**config.mk**
```make
export PLATFORM = sky130hd
export DESIGN_NAME = div_seq
export DESIGN_NICKNAME = d
export VERILOG_FILES = /design/src/rtl/div_seq_pkg.sv /design/src/rtl/div_seq.sv
export SDC_FILE = /design/constraint.sdc
export NUM_CORES = 1
export LEC_CHECK = 0
export BUFFER_PORTS_ARGS = -buffer_cell sky130_fd_sc_hd__buf_2
export CAP_MARGIN = 20
export CORE_ASPECT_RATIO = 1.25
export CORE_MARGIN = 4
export CORE_UTILIZATION = 60
export DETAILED_ROUTE_END_ITERATION = 12
export GPL_ROUTABILITY_DRIVEN = 0
export HOLD_SLACK_MARGIN = 0.08
export PLACE_DENSITY = 0.81
export RECOVER_POWER = 25
export SETUP_SLACK_MARGIN = 0.15
export SYNTH_ARGS = -nofsm -noshare
export SYNTH_HDL_FRONTEND = slang
export SYNTH_SLANG_ARGS = --single-unit
```
**constraint.sdc**
```tcl
create_clock -name clk -period 8.3 [get_ports clk]
set_clock_uncertainty 0.15 [all_clocks]
set_input_delay 0.83 -clock clk [delete_from_list [all_inputs] [get_ports clk]]
set_output_delay 0.83 -clock clk [all_outputs]
set_load 0.02 [all_outputs]
```
**src/rtl/div_seq_pkg.sv**
```systemverilog
// Shared encodings for the iterative divider: FSM states, handshake levels
// and the ALU op codes that route DIV/DIVU to this unit.
package div_seq_pkg;

  localparam int DIV_DATA_W = 32;
  localparam int DIV_CNT_W  = 6;

  typedef enum logic [1:0] {
    DivFree   = 2'b00,
    DivByZero = 2'b01,
    DivOn     = 2'b10,
    DivEnd    = 2'b11
  } div_state_e;

  localparam logic DivResultReady    = 1'b1;
  localparam logic DivResultNotReady = 1'b0;
  localparam logic DivStart          = 1'b1;
  localparam logic DivStop           = 1'b0;

  localparam logic [DIV_CNT_W-1:0] DIV_CNT_MAX = DIV_CNT_W'(DIV_DATA_W - 1);

  // Appended to the 8-bit ALU op space so decode can select the divider.
  localparam logic [7:0] EXE_DIV_OP  = 8'b0001_1010;
  localparam logic [7:0] EXE_DIVU_OP = 8'b0001_1011;

endpackage

```
**src/rtl/div_seq.sv**
```systemverilog
// Radix-2 restoring divider sequencer for DIV/DIVU in EX. One quotient bit
// per cycle; returns {remainder, quotient} with a registered ready flag.
module div_seq
  import div_seq_pkg::*;
#(
  parameter int DATA_W = 32,
  parameter int CNT_W  = 6
) (
  input  logic                clk,
  input  logic                rst,
  input  logic                signed_div_i,
  input  logic [DATA_W-1:0]   opdata1_i,
  input  logic [DATA_W-1:0]   opdata2_i,
  input  logic                start_i,
  input  logic                annul_i,
  output logic [2*DATA_W-1:0] result_o,
  output logic                ready_o
);

  localparam logic [CNT_W-1:0] CntLast = CNT_W'(DATA_W - 1);

  div_state_e          state_q;
  logic [CNT_W-1:0]    cnt_q;
  logic [DATA_W-1:0]   rem_q;
  logic [DATA_W-1:0]   quo_q;
  logic [DATA_W-1:0]   divisor_q;
  logic [2*DATA_W-1:0] res_q;
  logic                signed_q;
  logic                a_neg_q;
  logic                b_neg_q;

  logic [DATA_W:0]     trial;
  logic [DATA_W:0]     diff;
  logic [DATA_W-1:0]   rem_d;
  logic [DATA_W-1:0]   quo_d;
  logic [DATA_W-1:0]   fix_rem;
  logic [DATA_W-1:0]   fix_quo;
  logic [DATA_W-1:0]   a_abs;
  logic [DATA_W-1:0]   b_abs;
  logic                a_neg;
  logic                b_neg;

  // Operand conditioning at start: magnitudes only enter the datapath.
  always_comb begin
    a_neg = signed_div_i & opdata1_i[DATA_W-1];
    b_neg = signed_div_i & opdata2_i[DATA_W-1];
    a_abs = a_neg ? -opdata1_i : opdata1_i;
    b_abs = b_neg ? -opdata2_i : opdata2_i;
  end

  // The trial is DATA_W+1 bits: with a divisor above 2^(DATA_W-1) the shifted
  // remainder can exceed DATA_W bits before the subtract brings it back.
  always_comb begin
    trial = {rem_q, quo_q[DATA_W-1]};
    diff  = trial - {1'b0, divisor_q};
    if (!diff[DATA_W]) begin
      rem_d = diff[DATA_W-1:0];
      quo_d = {quo_q[DATA_W-2:0], 1'b1};
    end else begin
      rem_d = trial[DATA_W-1:0];
      quo_d = {quo_q[DATA_W-2:0], 1'b0};
    end
    fix_quo = (signed_q && (a_neg_q ^ b_neg_q)) ? -quo_d : quo_d;
    fix_rem = (signed_q && a_neg_q) ? -rem_d : rem_d;
  end

  always_ff @(posedge clk or posedge rst) begin
    if (rst) begin
      state_q   <= DivFree;
      cnt_q     <= '0;
      rem_q     <= '0;
      quo_q     <= '0;
      divisor_q <= '0;
      res_q     <= '0;
      signed_q  <= 1'b0;
      a_neg_q   <= 1'b0;
      b_neg_q   <= 1'b0;
      result_o  <= '0;
      ready_o   <= DivResultNotReady;
    end else begin
      case (state_q)
        DivFree: begin
          result_o <= '0;
          ready_o  <= DivResultNotReady;
          if (start_i == DivStart && !annul_i) begin
            if (opdata2_i == '0) begin
              state_q <= DivByZero;
            end else begin
              state_q   <= DivOn;
              cnt_q     <= '0;
              rem_q     <= '0;
              quo_q     <= a_abs;
              divisor_q <= b_abs;
              signed_q  <= signed_div_i;
              a_neg_q   <= a_neg;
              b_neg_q   <= b_neg;
            end
          end
        end

        DivByZero: begin
          res_q   <= '0;
          state_q <= annul_i ? DivFree : DivEnd;
        end

        DivOn: begin
          if (annul_i) begin
            state_q <= DivFree;
          end else begin
            rem_q <= rem_d;
            quo_q <= quo_d;
            cnt_q <= cnt_q + 1'b1;
            if (cnt_q == CntLast) begin
              state_q <= DivEnd;
              res_q   <= {fix_rem, fix_quo};
            end
          end
        end

        DivEnd: begin
          if (annul_i || start_i == DivStop) begin
            state_q  <= DivFree;
            result_o <= '0;
            ready_o  <= DivResultNotReady;
          end else begin
            result_o <= res_q;
            ready_o  <= DivResultReady;
          end
        end

        default: begin
          state_q  <= DivFree;
          result_o <= '0;
          ready_o  <= DivResultNotReady;
        end
      endcase
    end
  end

endmodule
```
==> metrics.cfg, run 1 <==
[synthesis]
synthTopCellsByArea=dfrtp_1, nand2_1, xnor2_1
ys.flop_type=dfrtp_1
synth-simple-area-share_pct=16.6
synth_edf_count=0
yosysWarnings=0
ys_ff_latch=236
synth_top_area_share_pct=41.5
synthAdderAreaFrac_pct=3.75
syn_nets=1717
syn_area_per_cell_um2=8.86
synthCells=1606
synthesis.area_um2=14200
synth_top_family_by_area=compound AO/OA/AOI/OAI gates
ys_seq_area_share_pct=41.5
ys_types=79
yosysTopAreaCell=dfrtp_1
synthXorXnorAreaFrac_pct=9.24
synthMuxAreaShare_pct=1.93
async_reset_ff_share_pct=100
synth_compound_area_share_pct=22.7

[critical_path]
worst_setup_path_end_kind=flip-flop
setup.worst_path.end=res_q[52]
critical_path_class=flip-flop to flip-flop
crit_chain=inv_1 -> ha_1 -> inv_1 -> fa_1 -> a21oi_1 -> o211ai_2 -> a211oi_1 -> o311a_4 -> or3_4 -> nand2_4 -> mux2i_1 -> ha_1 -> or3b_2 -> or3_1 -> nor2_1 -> nand3_1 -> nor3_1 -> a31oi_1 -> nor2_1 -> a21oi_1 -> xnor2_1 -> o21ai_0
slowest_stage=or3b_2
worstPathRequired_ps=8510
critPathTopFamily=simple AND/OR/NAND/NOR gates
path_depth=22
cp-startpoint=quo_q[31]
critPathArrivalTime_ps=5780
cp_max_fo=9
ff2ff_path_depth=22
r2r_start=quo_q[31]
crit_buf_inv=2
reg2reg_slack_ps=2730
start_kind=flip-flop
slowest_delay_ps=470
r2r-end=res_q[52]

[flow_run]
drv_cap=1

[detailed_routing]
viasPerCell=6.31
ant_nets=0
wl_per_cell_um=18.5
totalWireLength_um=36800
drc_errors=0
firstDrtPassIters=5
drt_iter0_drc=890
vias=12600

[floorplanning]
rows=62
dieWidth_um=146
pin_count=134
core_um2=23200
die-area_um2=26200
start_util_pct=61.3
die_h_um=180

[clock_tree]
ctsResizeCount=0
clk_pin_slew_ps=70
cts_hold_buf=0
clk_path_buf_depth=3
cts_tree=done
clock_latency_ps=520
cts-root-buf=clkbuf_16
clkSinkCount=236
post_cts_buffers=0
cts_made_buffers=23
htreeDepth=1

[layout]
nNetsFinal=1796
fin_util_pct=67.8
final_layout_size_suffix_gt1_share_pct=11.5
nFillCells=1861
fin_area_um2=15700
area_growth_pct=10.5

[global_routing]
antenna_found_initial=0
grt_use_total_pct=26.9
grt-busiest-layer=met2
grt_pass1_wl_um=60000
use_met1_pct=36.4
grtUsageMet2_pct=45.2
grt_use_met3_pct=2.94
grt_pass1_vias=11900
grt_max_degree=118
overflow=0

[timing]
tightest_slew_ps=4880
setup_violations=0
hold_viol_final=0
fin_crit_ps=5570
fin_ws_ps=2730
drv_slew=118
finalSetupTns_ps=0
slew-limit-headroom_pct=-227
period_share_pct=67.1
rsz0062_at_grt=false
max_freq_ghz=0.180

[power]
p_leak_nw=7.13
p_total_mw=7.41
internal-power_mw=3.71
power_switching_mw=3.70
combPwrFrac_pct=61.6
seq_power_share_pct=24.5
power_density_nw_per_um2=471
switching_share_pct=49.9
ir_drop_v=0.000239
p_clk_share_pct=13.9

[place]
io_buffers=133
dp_slack_ps=2830
place_area_um2=15000
dp_hpwl_um=26900

[worst_hold_path]
hold_class=flip-flop to flip-flop
hp-start=res_q[43]

[status]
status=finished, violations left
violations=max-capacitance violations, max-slew violations

metal layers:
layer,vias up,wire length (µm)
met5,-,0
met4,0,1360
met3,97,2550
met2,526,17500
met1,6006,15300
li1,5932,-
worst min path at each step:
| stage | end | slack (ps) | cells past startpoint |
|---|---|---|---|
| global placement | ready_o | 310 | 1 |
| CTS | result_o[34] | 340 | 2 |
| global route | result_o[17] | 350 | 1 |
| floorplan | divisor_q[26] | 300 | 2 |
| detailed placement | res_q[48] | 320 | 2 |
| finish | res_q[43] | 330 | 2 |
Yosys cell counts (all sizes together) (7+ instances only):
cell,count
dfrtp,236
nand2,221
o21ai,149
nor2,129
a21oi,96
xnor2,86
a22o,66
clkbuf,65
xor2,64
inv,59
ha,41
nor3,38
o31ai,38
buf,27
nand3,26
mux2i,24
a221o,20
nor4,20
a31oi,18
a21o,17
nand4,16
nand2b,14
o41ai,9
or3,9
a211oi,8
and2,8
o211ai,7
o221ai,7
or4,7
flip-flops by register name, summed over array words and instances, names as in the netlist:
signal,count
state_q,2
cnt_q,6
divisor_q,32
quo_q,32
result_o,64
rem_q,32
a_neg_q,1
res_q,64
ready_o,1
signed_q,1
b_neg_q,1
area by class of cell:
class / count / area [µm²] / area share, %
Antenna cell: 2 / 5.00 / 0.0318
Tap cell: 288 / 360 / 2.29
Multi-Input combinational cell: 1219 / 7730 / 49.2
Clock buffer: 31 / 646 / 4.11
Sequential cell: 236 / 5910 / 37.6
Timing Repair Buffer: 146 / 764 / 4.86
Inverter: 59 / 223 / 1.42
Clock inverter: 9 / 85.1 / 0.541
worst min-delay path, stage by stage, from the launching register on:
cell and delay, ps:
dfrtp_1 340, nand2_1 50, o21ai_0 60
metrics by stage:
step | cells | hold slack [ps]
after floorplan | 1606 | 300
after global placement | 1946 | 309
after detailed placement | 1947 | 322
after CTS | 1987 | 336
after global routing | 1988 | 350
final | 1990 | 330
placed cells by master (no fill, tap or decap), types with 18 or more instances in the layout:
cell,Yosys,final
a21oi_1,95,95
a221o_1,20,20
a22o_1,66,66
a31oi_1,18,18
buf_2,14,114
clkbuf_1,65,23
clkbuf_16,0,23
dfrtp_1,236,236
ha_1,41,40
inv_1,58,57
mux2i_1,24,24
nand2_1,218,218
nand3_1,26,26
nor2_1,128,127
nor3_1,38,38
nor4_1,19,19
o21ai_0,127,127
o21ai_1,21,21
o31ai_1,36,36
xnor2_1,86,86
xor2_1,64,64
power groups by stage:
stage | combinational (mW) | clock, mW | sequential [mW]
2_1_floorplan | 3.47 | 0 | 1.74
3_3_place_gp | 4.31 | 0 | 1.80
3_5_place_dp | 4.43 | 0 | 1.82
4_1_cts | 4.47 | 1.04 | 1.80
5_1_grt | 5.00 | 1.09 | 1.85
6_report | 4.56 | 1.03 | 1.82
logic make-up after synthesis:
group                    count (synthesis)
flip-flops                             236
adder cells (fa/ha/maj)                 42
XOR/XNOR                               150
AO/OA/AOI/OAI                          483
AND/OR/NAND/NOR                        517
multiplexers                            27
buffers and inverters                  151
Power figures use the tool's default switching activity.
==> run 2: changes to the inputs <==
--- a/config.mk
+++ b/config.mk
@@ -9,11 +9,11 @@
 export CAP_MARGIN = 20
 export CORE_ASPECT_RATIO = 1.25
 export CORE_MARGIN = 4
-export CORE_UTILIZATION = 60
+export CORE_UTILIZATION = 55
 export DETAILED_ROUTE_END_ITERATION = 12
 export GPL_ROUTABILITY_DRIVEN = 0
 export HOLD_SLACK_MARGIN = 0.08
-export PLACE_DENSITY = 0.81
+export PLACE_DENSITY = 0.78
 export RECOVER_POWER = 25
 export SETUP_SLACK_MARGIN = 0.15
 export SYNTH_ARGS = -nofsm -noshare
==> constraint.sdc (replaced) <==
create_clock -name clk -period 4.7 [get_ports clk]
set_clock_uncertainty 0.15 [all_clocks]
set_input_delay 0.47 -clock clk [delete_from_list [all_inputs] [get_ports clk]]
set_output_delay 0.47 -clock clk [all_outputs]
set_load 0.02 [all_outputs]
==> metrics.cfg, run 2 (same netlist as run 1, synthesis figures left out) <==
[timing]
fin_ws_ps=-38.6  ; -2770 ps
period_share_pct=101  ; +34 points
drv_slew=238  ; +100%
rsz0062_at_grt=true
finalSetupTns_ps=-130  ; -130 ps
fin_crit_ps=4740  ; -832 ps
whs_ps=91.3  ; -239 ps
slew-limit-headroom_pct=-68.4  ; +160 points
tightest_slew_ps=2530  ; -2350 ps
setup_violations=6  ; +6
max_freq_ghz=0.211  ; +18%
hold_viol_final=0  ; unchanged

[layout]
instances_no_fill=2124  ; +6.7%
reg_top3=res_q (64), result_o (64)
area_growth_pct=17.3
mostFrequentLayoutCell=dfrtp_1
nNetsFinal=1880  ; +4.7%
nFillCells=2065  ; +11%
final_layout_size_suffix_gt1_share_pct=15.1  ; +3.5 points
fin_area_um2=16700  ; +6.2%
layout_common_cells=dfrtp_1, nand2_1, nor2_1, o21ai_0, a21oi_1

[critical_path]
critPathArrivalTime_ps=4940  ; -840 ps
r2r-end=res_q[62]
worst_setup_path_end_kind=flip-flop
cp_max_fo=5  ; -4
reg2reg_slack_ps=-40  ; -2770 ps
start_kind=flip-flop
r2r_start=rem_q[22]
critical_path_class=flip-flop to flip-flop
worstPathRequired_ps=4910  ; -3600 ps
ff2ff_path_depth=18  ; -18%

[floorplanning]
die_h_um=188  ; +4.2%
rows=65  ; +4.8%
start_util_pct=56.1  ; -5.3 points
die-area_um2=28500  ; +8.6%
dieWidth_um=152  ; +4.2%
core_um2=25400  ; +9.4%
pin_count=134  ; unchanged

[place]
io_buffers=133  ; unchanged
dp_hpwl_um=28000  ; +4.1%
placedCellCount=2062  ; +5.9%
place_area_um2=15600  ; +4.2%

[clock_tree]
cts-root-buf=clkbuf_16
clkSinkCount=236  ; unchanged
clock_latency_ps=510  ; about the same
cts_made_buffers=23  ; unchanged
clk_path_buf_depth=3  ; unchanged
clk_pin_slew_ps=60  ; about the same
cts_tree=done
htreeDepth=1  ; unchanged

[detailed_routing]
wl_per_cell_um=17.9  ; -2.8%
drt_iter0_drc=1109  ; +25%
drc_errors=0  ; unchanged
vias=12900  ; +2.3%
firstDrtPassIters=5  ; unchanged
totalWireLength_um=38100  ; +3.7%
ant_nets=0  ; unchanged
viasPerCell=6.05  ; -4.2%

[power]
power_density_nw_per_um2=890  ; +89%
p_leak_nw=7.41  ; +3.9%
ir_drop_v=0.000474  ; +98%
p_total_mw=14.8  ; +100%

[worst_hold_path]
hp-start=opdata2_i[1]
hold_depth=3  ; +1
hold_path_end=divisor_q[1]
hold_class=primary input to flip-flop

[global_routing]
grt_pass1_wl_um=61500  ; +2.4%
grt_use_total_pct=25.6  ; -1.4 points
overflow=0  ; unchanged
antenna_found_initial=3  ; +3
grt_pass1_vias=12000  ; +0.62%
grt_max_degree=189  ; +60%

[flow_run]
drv_cap=2  ; +1

[status]
violations=max-capacitance violations, max-slew violations, negative setup slack
status=finished, violations left

run 2: cell count changes in the layout (fill, tap and decap cells not counted), sizes merged:
cell / before / now
buf: 127 / 162
dlygate4sd3: 0 / 1
inv: 60 / 58
bufinv: 1 / 4
clkinvlp: 4 / 1
diode: 2 / 4
clkbuf: 50 / 101
run 2: critical path, cell delays in order, from the launching register on:
cell and delay, ps:
dfrtp_1 420, ha_4 300, nand2_4 50, or4_4 530
o311a_4 400, or3_4 370, nand2_8 110, mux2i_4 240
ha_2 210, or3b_4 380, or3_4 350, nor2_4 110
nand3_2 100, nor3_4 190, a31oi_4 90, nor2_4 190
a41oi_2 130, xor2_1 170, o21ai_1 70
run 2: through the flow:
step | worst slack [ps] | utilization, %
6_report | -38.6 | 65.8
5_1_grt | -182 | 65.8
4_1_cts | -18.1 | 65.4
3_5_place_dp | -96.0 | 61.5
3_3_place_gp | 23.4 | 61.5
2_1_floorplan | -261 | -
run 2: how the worst max path moves through the flow:
stage / from / endpoint / slack, ps / depth (start not counted)
2_1_floorplan: quo_q[31] / res_q[62] / -260 / 25
3_3_place_gp: rem_q[20] / res_q[62] / 20 / 18
3_5_place_dp: rem_q[22] / res_q[62] / -100 / 18
4_1_cts: rem_q[20] / res_q[62] / -20 / 18
5_1_grt: rem_q[22] / res_q[52] / -180 / 18
6_report: rem_q[22] / res_q[62] / -40 / 18
run 2: where the power goes:
part | internal, mW | total (mW) | switching, mW | leakage [nW]
Clock | 1.20 | 1.96 | 0.763 | 0.395
Combinational | 3.93 | 9.75 | 5.82 | 3.85
Sequential | 2.64 | 3.13 | 0.489 | 3.17
run 2: final cells by class:
class | count | area (µm²) | share of cell area (%)
well taps | 335 | 419 | 2.51
multi-input cells | 1219 | 7990 | 47.9
flip-flops and latches | 236 | 5910 | 35.4
repair buffers | 230 | 1340 | 8.00
clock inverters | 7 | 139 | 0.832
clock buffers | 34 | 667 | 4.00
diodes | 4 | 10.0 | 0.0600
inverters | 59 | 225 | 1.35
run 2: layer usage:
metal / wire length, µm / share of wire (%) / GRT usage (%)
met4: 1450 / 3.8 / 9.10
met3: 2730 / 7.2 / 2.84
met5: 0 / 0 / 0
met2: 18100 / 47 / 42.8
met1: 15900 / 42 / 34.6
run 2: timing repair:
action / 4_1_cts / 5_1_grt
setup endpoints to repair: 8 / 25
pin swaps: 11 / 14
setup buffers: 7 / 9
endpoints found under the hold margin: 48 / 0
gates resized for setup: 24 / 22
hold buffers: 1 / 0
